### config.mk
export PLATFORM = sky130hd
export DESIGN_NAME = collatz_sweep_flat
export DESIGN_NICKNAME = d
export VERILOG_FILES = /design/src/rtl/collatz_sweep_if.sv /design/src/rtl/collatz_sweep.sv /design/src/flat_wrapper.sv
export SDC_FILE = /design/constraint.sdc
export NUM_CORES = 1
export LEC_CHECK = 0
export CAP_MARGIN = 15
export CELL_PAD_IN_SITES_DETAIL_PLACEMENT = 1
export CELL_PAD_IN_SITES_GLOBAL_PLACEMENT = 1
export CORE_MARGIN = 1.5
export CORE_UTILIZATION = 39
export CTS_CLUSTER_DIAMETER = 60
export DETAILED_ROUTE_END_ITERATION = 16
export HOLD_SLACK_MARGIN = 0.08
export MAX_ROUTING_LAYER = met4
export PLACE_DENSITY_LB_ADDON = 0.1
export SYNTH_ARGS = -nofsm -noshare
export SYNTH_HDL_FRONTEND = slang
export SYNTH_SLANG_ARGS = --single-unit
### constraint.sdc
create_clock -name clk -period 4.37 [get_ports clk]
set_clock_uncertainty 0.05 [all_clocks]
set_input_delay 0.437 -clock clk [delete_from_list [all_inputs] [get_ports clk]]
set_output_delay 0.437 -clock clk [all_outputs]
set_load 0.03 [all_outputs]
### src/rtl/collatz_sweep_if.sv
// collatz_sweep_if: valid/ready request/response link between the sweep initiator and a single-input/single-output core
// master: drives core_in_valid, core_in0 and core_out_ready; slave: drives core_in_ready, core_out_valid and core_out0
`timescale 1ns/1ps
interface collatz_sweep_if #(parameter int N = 16) ();
  logic         core_in_valid;
  logic         core_in_ready;
  logic [N-1:0] core_in0;
  logic         core_out_valid;
  logic         core_out_ready;
  logic [N-1:0] core_out0;
  modport master (
    output core_in_valid, core_in0, core_out_ready,
    input  core_in_ready, core_out_valid, core_out0
  );
  modport slave (
    input  core_in_valid, core_in0, core_out_ready,
    output core_in_ready, core_out_valid, core_out0
  );
endinterface

### src/rtl/collatz_sweep.sv
// collatz_sweep: sweeps seeds lo..hi through a core, one request at a time, and tracks the seed with the largest result
// clk/rst: clock and synchronous active-high reset
// start/lo/hi: begin a sweep over seeds lo..hi inclusive (sampled only when idle)
// busy/done: sweep in progress / one-cycle end-of-sweep pulse
// best_seed/best_steps/count: winning seed, its result, responses accepted
// bus: master side of the core request/response link
// error: watchdog expiry flag, present only when COLLATZ_SWEEP_TIMEOUT_EN is defined
`timescale 1ns/1ps
module collatz_sweep #(
  parameter int N       = 16,
  parameter int TIMEOUT = 1024
) (
  input  logic                 clk,
  input  logic                 rst,
  input  logic                 start,
  input  logic [N-1:0]         lo,
  input  logic [N-1:0]         hi,
  output logic                 busy,
  output logic                 done,
  output logic [N-1:0]         best_seed,
  output logic [N-1:0]         best_steps,
  output logic [N-1:0]         count,
`ifdef COLLATZ_SWEEP_TIMEOUT_EN
  output logic                 error,
`endif
  collatz_sweep_if.master      bus
);
  typedef enum logic [1:0] {IDLE, ISSUE, WAIT, DONE} state_t;
  state_t       state_q;
  logic [N-1:0] cur_q, hi_q, in0_q, best_seed_q, best_steps_q, count_q;
  logic [N-1:0] cur_d;
  logic         in_valid_q, busy_q, done_q;
  if (TIMEOUT < 1) begin : g_bad_timeout
    $error("TIMEOUT must be at least 1");
  end
`ifdef COLLATZ_SWEEP_TIMEOUT_EN
  localparam int WW = $clog2(TIMEOUT + 1);
  logic [WW-1:0] wd_q;
  logic          error_q;
  assign error = error_q;
`endif
  // seed 0 is never issued, so the sweep starts at 1 at the lowest
  assign cur_d              = (lo == '0) ? N'(1) : lo;
  assign bus.core_in_valid  = in_valid_q;
  assign bus.core_in0       = in0_q;
  assign bus.core_out_ready = (state_q == IDLE) || (state_q == WAIT);
  assign busy               = busy_q;
  assign done               = done_q;
  assign best_seed          = best_seed_q;
  assign best_steps         = best_steps_q;
  assign count              = count_q;
  always_ff @(posedge clk) begin
    if (rst) begin
      state_q      <= IDLE;
      cur_q        <= '0;
      hi_q         <= '0;
      in0_q        <= '0;
      in_valid_q   <= 1'b0;
      busy_q       <= 1'b0;
      done_q       <= 1'b0;
      best_seed_q  <= '0;
      best_steps_q <= '0;
      count_q      <= '0;
`ifdef COLLATZ_SWEEP_TIMEOUT_EN
      wd_q         <= '0;
      error_q      <= 1'b0;
`endif
    end else begin
      done_q <= 1'b0;
      case (state_q)
        IDLE: if (start) begin
          hi_q         <= hi;
          cur_q        <= cur_d;
          in0_q        <= cur_d;
          best_seed_q  <= '0;
          best_steps_q <= '0;
          count_q      <= '0;
`ifdef COLLATZ_SWEEP_TIMEOUT_EN
          error_q      <= 1'b0;
`endif
          // comparing the clamped start also makes lo=hi=0 an empty sweep
          if (cur_d > hi) begin
            state_q <= DONE;
            done_q  <= 1'b1;
          end else begin
            state_q    <= ISSUE;
            busy_q     <= 1'b1;
            in_valid_q <= 1'b1;
          end
        end
        ISSUE: if (bus.core_in_ready) begin
          state_q    <= WAIT;
          in_valid_q <= 1'b0;
`ifdef COLLATZ_SWEEP_TIMEOUT_EN
          wd_q       <= '0;
`endif
        end
        WAIT: begin
          if (bus.core_out_valid) begin
            count_q <= (&count_q) ? count_q : count_q + 1'b1;
            if (bus.core_out0 > best_steps_q) begin
              best_seed_q  <= cur_q;
              best_steps_q <= bus.core_out0;
            end
            // test for the last seed before incrementing so hi=all-ones cannot wrap
            if (cur_q == hi_q) begin
              state_q <= DONE;
              done_q  <= 1'b1;
              busy_q  <= 1'b0;
            end else begin
              cur_q      <= cur_q + 1'b1;
              in0_q      <= cur_q + 1'b1;
              in_valid_q <= 1'b1;
              state_q    <= ISSUE;
            end
          end
`ifdef COLLATZ_SWEEP_TIMEOUT_EN
          else if (wd_q == WW'(TIMEOUT - 1)) begin
            error_q <= 1'b1;
            state_q <= DONE;
            done_q  <= 1'b1;
            busy_q  <= 1'b0;
          end else wd_q <= wd_q + 1'b1;
`endif
        end
        DONE: state_q <= IDLE;
        default: state_q <= IDLE;
      endcase
    end
  end
endmodule
### src/flat_wrapper.sv
// flat-port wrapper written by rule: the top's interface ports become plain ports
module collatz_sweep_flat 
#(
  parameter int N       = 16,
  parameter int TIMEOUT = 1024
)
  (clk, rst, start, lo, hi, busy, done, best_seed, best_steps, count, bus_core_in_valid, bus_core_in0, bus_core_out_ready, bus_core_in_ready, bus_core_out_valid, bus_core_out0);
  collatz_sweep_if #(.N(N)) bus_i ();
  input  logic clk;
  input  logic rst;
  input  logic start;
  input  logic [N-1:0] lo;
  input  logic [N-1:0] hi;
  output logic busy;
  output logic done;
  output logic [N-1:0] best_seed;
  output logic [N-1:0] best_steps;
  output logic [N-1:0] count;
  output wire logic [$bits(bus_i.core_in_valid)-1:0] bus_core_in_valid;
  output wire logic [$bits(bus_i.core_in0)-1:0] bus_core_in0;
  output wire logic [$bits(bus_i.core_out_ready)-1:0] bus_core_out_ready;
  input wire logic [$bits(bus_i.core_in_ready)-1:0] bus_core_in_ready;
  input wire logic [$bits(bus_i.core_out_valid)-1:0] bus_core_out_valid;
  input wire logic [$bits(bus_i.core_out0)-1:0] bus_core_out0;
  assign bus_core_in_valid = bus_i.core_in_valid;
  assign bus_core_in0 = bus_i.core_in0;
  assign bus_core_out_ready = bus_i.core_out_ready;
  assign bus_i.core_in_ready = bus_core_in_ready;
  assign bus_i.core_out_valid = bus_core_out_valid;
  assign bus_i.core_out0 = bus_core_out0;
  collatz_sweep #(.N(N), .TIMEOUT(TIMEOUT)) u_core (.clk(clk), .rst(rst), .start(start), .lo(lo), .hi(hi), .busy(busy), .done(done), .best_seed(best_seed), .best_steps(best_steps), .count(count), .bus(bus_i));
endmodule
== Word-level counts from Yosys, hierarchy flattened ==
Cells that the tools add are included.

* Reductions and logical operators: 13
* Multiply operators: 0
* Shift operators: 0
* Multiplexer cells: 35
* Bitwise operators: 0
* Eq/ne operators: 12
* Order comparisons: 2
* Divide/modulo/power cells: 0
* Add/subtract/negate cells: 2

{| class="wikitable"
|+ Operators by type and width
! operator !! number
|-
| two-way mux 16 bit || 11
|-
| one-hot mux 16 bit (2 select lines) || 4
|-
| adder 16 x 1 -> 16 bit (second input constant) || 2
|-
| greater-than comparator 16 bit || 2
|-
| equality test 16 bit || 1
|-
| logical NOT 16 bit || 1
|-
| inequality test 2 bit (second input constant) || 8
|-
| AND reduction 16 bit || 1
|-
| AND reduction 4 bit || 3
|-
| two-way mux 1 bit || 11
|-
| two-way mux 2 bit || 5
|-
| one-hot mux 2 bit (4 select lines) || 1
|-
| AND reduction 6 bit || 1
|-
| AND reduction 5 bit || 1
|-
| equality test 2 bit (second input constant) || 2
|-
| one-hot mux 1 bit (2 select lines) || 2
|-
| one-hot mux 1 bit (3 select lines) || 1
|-
| AND reduction 3 bit || 1
|-
| nonzero test 3 bit || 1
|-
| equality test 2 x 1 -> 1 bit (second input constant) || 1
|-
| logical NOT 2 bit || 1
|-
| AND reduction 2 bit || 1
|-
| nonzero test 2 bit || 1
|-
| logical OR 1 bit || 1
|}

* Output and inout port bits: 68
* Bits in writable memories: 0
* Bits of input ports: 53
* Word-level logic and storage cells: 73
* Memories: 0
* Bits in latches: 0
* Memory bits (read-only): 0
* Bits in registers: 85

== Depth between registers and ports, before layout ==
* Depth after elaboration: 6
* Mapped depth: 10
* Gate-level depth less buffers: 9

== Worst setup path after synthesis ==
OpenSTA, ideal clock, no wires.

* Kind: register -> register
* From: register u_core.best_steps_q[13] (netlist: u_core.best_steps[13])
* To: register u_core.best_seed_q[2] (netlist: u_core.best_seed[2])
* Library setup time: 0.070 ns
* Cell stages (with the launch flop): 10
* Period minus slack after synthesis: 2.413 ns
* Required time: 4.250 ns
* Buffers on the path: 1
* Setup slack: 1.957 ns
* Arrival: 2.293 ns
* Cell sequence: dfxtp_1 > inv_1 > ha_1 > nand4_2 > nor4_4 > o21ai_1 > and4_1 > clkbuf_1 > or3_1 > a21oi_1

* Longest elaborated chain between the ends: 3

{| class="wikitable"
|+ Ends and longest elaborated chain
! item !! line !! text
|-
| from (decl) || collatz_sweep.sv:30 || <nowiki>logic [N-1:0] cur_q, hi_q, in0_q, best_seed_q, best_steps_q, count_q;</nowiki>
|-
| from (signal assigned) || collatz_sweep.sv:103 || <nowiki>best_steps_q <= bus.core_out0;</nowiki>
|-
| greater-than comparator 16 bit || collatz_sweep.sv:101 || <nowiki>if (bus.core_out0 > best_steps_q) begin</nowiki>
|-
| inequality test 2 bit (no line) || -- ||
|-
| AND reduction 4 bit (no line) || -- ||
|-
| to (signal assigned) || collatz_sweep.sv:102 || <nowiki>best_seed_q <= cur_q;</nowiki>
|-
| to (decl) || collatz_sweep.sv:30 ||
|}

No other way between the ends.
A chain may end at the register's enable or synchronous reset.

== Worst setup path in the final report ==
* From: register u_core.cur_q[10]
* To: register u_core.cur_q[3]

* Longest elaborated chain between the ends: 3

{| class="wikitable"
|+ Ends and longest elaborated chain
! item !! line !! text
|-
| from (decl) || collatz_sweep.sv:30 ||
|-
| from (signal assigned) || collatz_sweep.sv:73 || <nowiki>cur_q <= cur_d;</nowiki>
|-
| from (signal assigned) || collatz_sweep.sv:111 || <nowiki>cur_q <= cur_q + 1'b1;</nowiki>
|-
| equality test 16 bit || collatz_sweep.sv:106 || <nowiki>if (cur_q == hi_q) begin</nowiki>
|-
| inequality test 2 bit (no line) || -- ||
|-
| AND reduction 4 bit (no line) || -- ||
|}

No other way between the ends.

==> reports/qor.yml <==
period_share_pct: 70.16
grt_overflow_total: 0
antenna_cells_inserted: 0
hold_buffers: 0
worstPathRequired_ns: 4.57
timing_worst_slew_pin_value_ns: 1.135
fraction_of_final_layout_cells_with_drive_strength_greater_than_1_pct: 4.490
cts-htree-levels: 3
worst_skew_pair.late_latency_ns: 0.34
critPathLaunchType: "flop"
clock_path_buffers: 2
critPathArrivalTime_ns: 3.27
worstSetupPathType: "flop to flop"
synth_top_family_by_area: "simple AND/OR/NAND/NOR gates"
post_cts.resized_instances: 0
netlist-cell-type-count: 51
detailed_place.area_mm2: 0.006168
timing.critical_path.buf_inv: 0
synthXorXnorAreaFrac_pct: 5.506
power.static_leakage_nw: 2.414
vias_per_cell: 5.564
clk_pin_slew_ns: 0.06
design.die.area_mm2: 0.01333
synth_seq_area_share_pct: 34.51
yosys-mux-area-fraction_pct: 0.4060
layout_common_cells: "119 x sky130_fd_sc_hd__clkdlybuf4s50_1, 85 x sky130_fd_sc_hd__dfxtp_1, 80 x sky130_fd_sc_hd__a21oi_1, 78 x sky130_fd_sc_hd__nand2_1, 43 x sky130_fd_sc_hd__o21ai_0"
slew-limit-headroom_pct: 24.18
syn_to_final_growth_pct: 31.16
postRouteWirelength_mm: 16.51
layout.cell_area.non_filler_mm2: 0.006467
max_cap_violations: 0
core-area_mm2: 0.01216
boundaryPins: 121
final_hold_viol_count: 0
fmax_mhz: 326.2
cpPeakStageDelay_ns: 0.70
synth.area.top_cells: "sky130_fd_sc_hd__dfxtp_1 35%, sky130_fd_sc_hd__ha_1 8.6%, sky130_fd_sc_hd__a21oi_1 8.1%, sky130_fd_sc_hd__nand2_1 5.9%, sky130_fd_sc_hd__xor2_1 5.3%"
powerDensity_mw_per_mm2: 334.4
numPortBuffers: 120
site_rows: 40
dpl.hpwl_mm: 11.93
root_buffer: "sky130_fd_sc_hd__clkbuf_16"
global_route.usage.total_pct: 26.04
post_synthesis_compound_gate_area_fraction_pct: 19.13
cp_cell_sequence: "xor2_1 > nor4_1 > nand4_2 > o21ai_2 > o21ai_0 > o31ai_1"
grt_pass1_vias: 5124
grt_antenna_before_repair: 0
worstPathMaxFanout: 18
tritoncts_clock_tree: "built"
count_of_flip_flops_with_a_built_in_enable_after_synthesis: 0
layout_commonest_cell: "sky130_fd_sc_hd__clkdlybuf4s50_1"
final-setup-viol-count: 0
tritoncts.num_buffers: 9
worst_path_dominant_cell_family: "simple AND/OR/NAND/NOR gates"
number_of_synthesized_register_bits: 85
initialDrtViolationCount: 309
totalNegativeSetupSlack_ns: 0
cts.sink_count: 85
postSynth.asyncResetShare_pct: 0
fin_crit_ns: 3.066
seq_area_mm2: 0.001702
floorplan.initialDensity_pct: 40.55
multi_input_comb_area_mm2: 0.002865
die_w_um: 115.4
drt-wirelength-per-cell_um: 18.28
post_synth_fa_ha_maj_area_fraction_pct: 8.627
critical-path-slowest-cell: "sky130_fd_sc_hd__o21ai_2"
postSynth.topFlopCell: "sky130_fd_sc_hd__dfxtp_1"
maximum_number_of_pins_on_one_net_before_global_route_repair: 57
vdd_ir_drop_max_v: 0.0002018
yosys.area.top_type: "sky130_fd_sc_hd__dfxtp_1"
yosys_warnings: 0
rsz0062_at_grt: "no"
finalMaxSlewViolations: 0
worst_hold_path_type: "flop to flop"
routabilityCongestion: 0.8803
grt_first_pass_wirelength_mm: 26.16
result_of_the_run: "finished clean"
syn-instance-count: 647
yosys.area_share.simple_pct: 24.28
remaining_drc_errors: 0
syn_nets: 734
antenna_violating_nets_post_route: 0
synth_top_cell_area_share_pct: 34.51
vias: 5024
syn-mean-instance-area_um2: 7.621
end_kind: "flop"
die_height_um: 115.4
final.fill_count: 1502
cts_setup_buffers: 0
synth_area_mm2: 0.004931
drt-pass1-iter-count: 4
layout.nets: 817
cell type report:
cell class | count | area share [%]
repair buffers | 129 | 19.50
well taps | 168 | 3.250
inverters | 36 | 2.089
clock buffers | 12 | 3.811
multi-input cells | 469 | 44.30
flip-flops and latches | 85 | 26.31
clock inverters | 4 | 0.7352
metrics by stage:
stage | util [%] | hold slack, ns | worst slack [ns] | power [mW] | instances
after global routing | 53.18 | 0.4389 | 1.153 | 2.260 | 903
after detailed placement | 50.72 | 0.4108 | 1.026 | 1.404 | 886
after floorplan | - | 0.3978 | 1.957 | 1.191 | 647
after CTS | 53.14 | 0.4199 | 1.285 | 2.178 | 902
after global placement | 50.72 | 0.4053 | 1.102 | 1.394 | 886
final | 53.18 | 0.4183 | 1.304 | 2.163 | 903
sequential cells by signal (all words and copies together) (netlist names), 2 cells and up:
| register | cells |
|---|---|
| u_core.best_steps | 16 |
| u_core.count | 16 |
| u_core.hi_q | 16 |
| u_core.state_q | 2 |
| u_core.cur_q | 16 |
| u_core.best_seed | 16 |
worst paths after layout:
path | from | end | slack, ns | cells after the start
max reg2reg | u_core.cur_q[10] | u_core.cur_q[3] | 1.30 | 6
min reg2reg | u_core.hi_q[8] | u_core.hi_q[8] | 0.42 | 2
max | u_core.cur_q[10] | u_core.cur_q[3] | 1.30 | 6
min | u_core.hi_q[8] | u_core.hi_q[8] | 0.42 | 2
Yosys cell counts (2+ instances only):
cell type / number
sky130_fd_sc_hd__or3_1: 5
sky130_fd_sc_hd__nor2b_1: 5
sky130_fd_sc_hd__nand4_1: 40
sky130_fd_sc_hd__ha_1: 34
sky130_fd_sc_hd__xor2_1: 30
sky130_fd_sc_hd__nand4_2: 2
sky130_fd_sc_hd__dfxtp_1: 85
sky130_fd_sc_hd__nand2b_1: 8
sky130_fd_sc_hd__a21o_1: 4
sky130_fd_sc_hd__nor4_1: 11
sky130_fd_sc_hd__nor2_1: 40
sky130_fd_sc_hd__and4_1: 2
sky130_fd_sc_hd__a41oi_1: 2
sky130_fd_sc_hd__nand3_1: 14
sky130_fd_sc_hd__buf_2: 15
sky130_fd_sc_hd__o31ai_1: 4
sky130_fd_sc_hd__and3_1: 10
sky130_fd_sc_hd__nand2_1: 78
sky130_fd_sc_hd__nor2_2: 2
sky130_fd_sc_hd__clkbuf_1: 40
sky130_fd_sc_hd__o21ai_0: 43
sky130_fd_sc_hd__nor3_1: 12
sky130_fd_sc_hd__inv_1: 36
sky130_fd_sc_hd__a21oi_1: 80
sky130_fd_sc_hd__a31oi_1: 6
sky130_fd_sc_hd__mux2i_1: 2
sky130_fd_sc_hd__and2_1: 5
sky130_fd_sc_hd__o32ai_1: 2
sky130_fd_sc_hd__a211oi_1: 6
sky130_fd_sc_hd__a221oi_1: 3
cell families after synthesis:
family | after synthesis
adder cells (fa/ha/maj) | 34
AO/OA/AOI/OAI | 164
AND/OR/NAND/NOR | 238
flip-flops | 85
XOR/XNOR | 31
multiplexers | 2
buffers and inverters | 93
tightest hold or removal path: stages (launching register included):
cell and delay [ns]:
sky130_fd_sc_hd__dfxtp_1 0.32, sky130_fd_sc_hd__nand2_1 0.05, sky130_fd_sc_hd__a21oi_1 0.05
where the power goes:
part / internal [mW] / total, mW / switching, mW
logic: 0.195 / 0.509 / 0.314
registers: 0.817 / 0.881 / 0.0642
clock network: 0.457 / 0.773 / 0.316
routing by layer:
layer	global-route usage, %	vias to the layer above	share of wire, %
met5	-	-	0
met3	3.295	28	4.5
met2	43.83	140	49
li1	-	2445	-
met4	11.03	0	3.1
met1	31.44	2411	44
(Power assumes the default switching activity.)
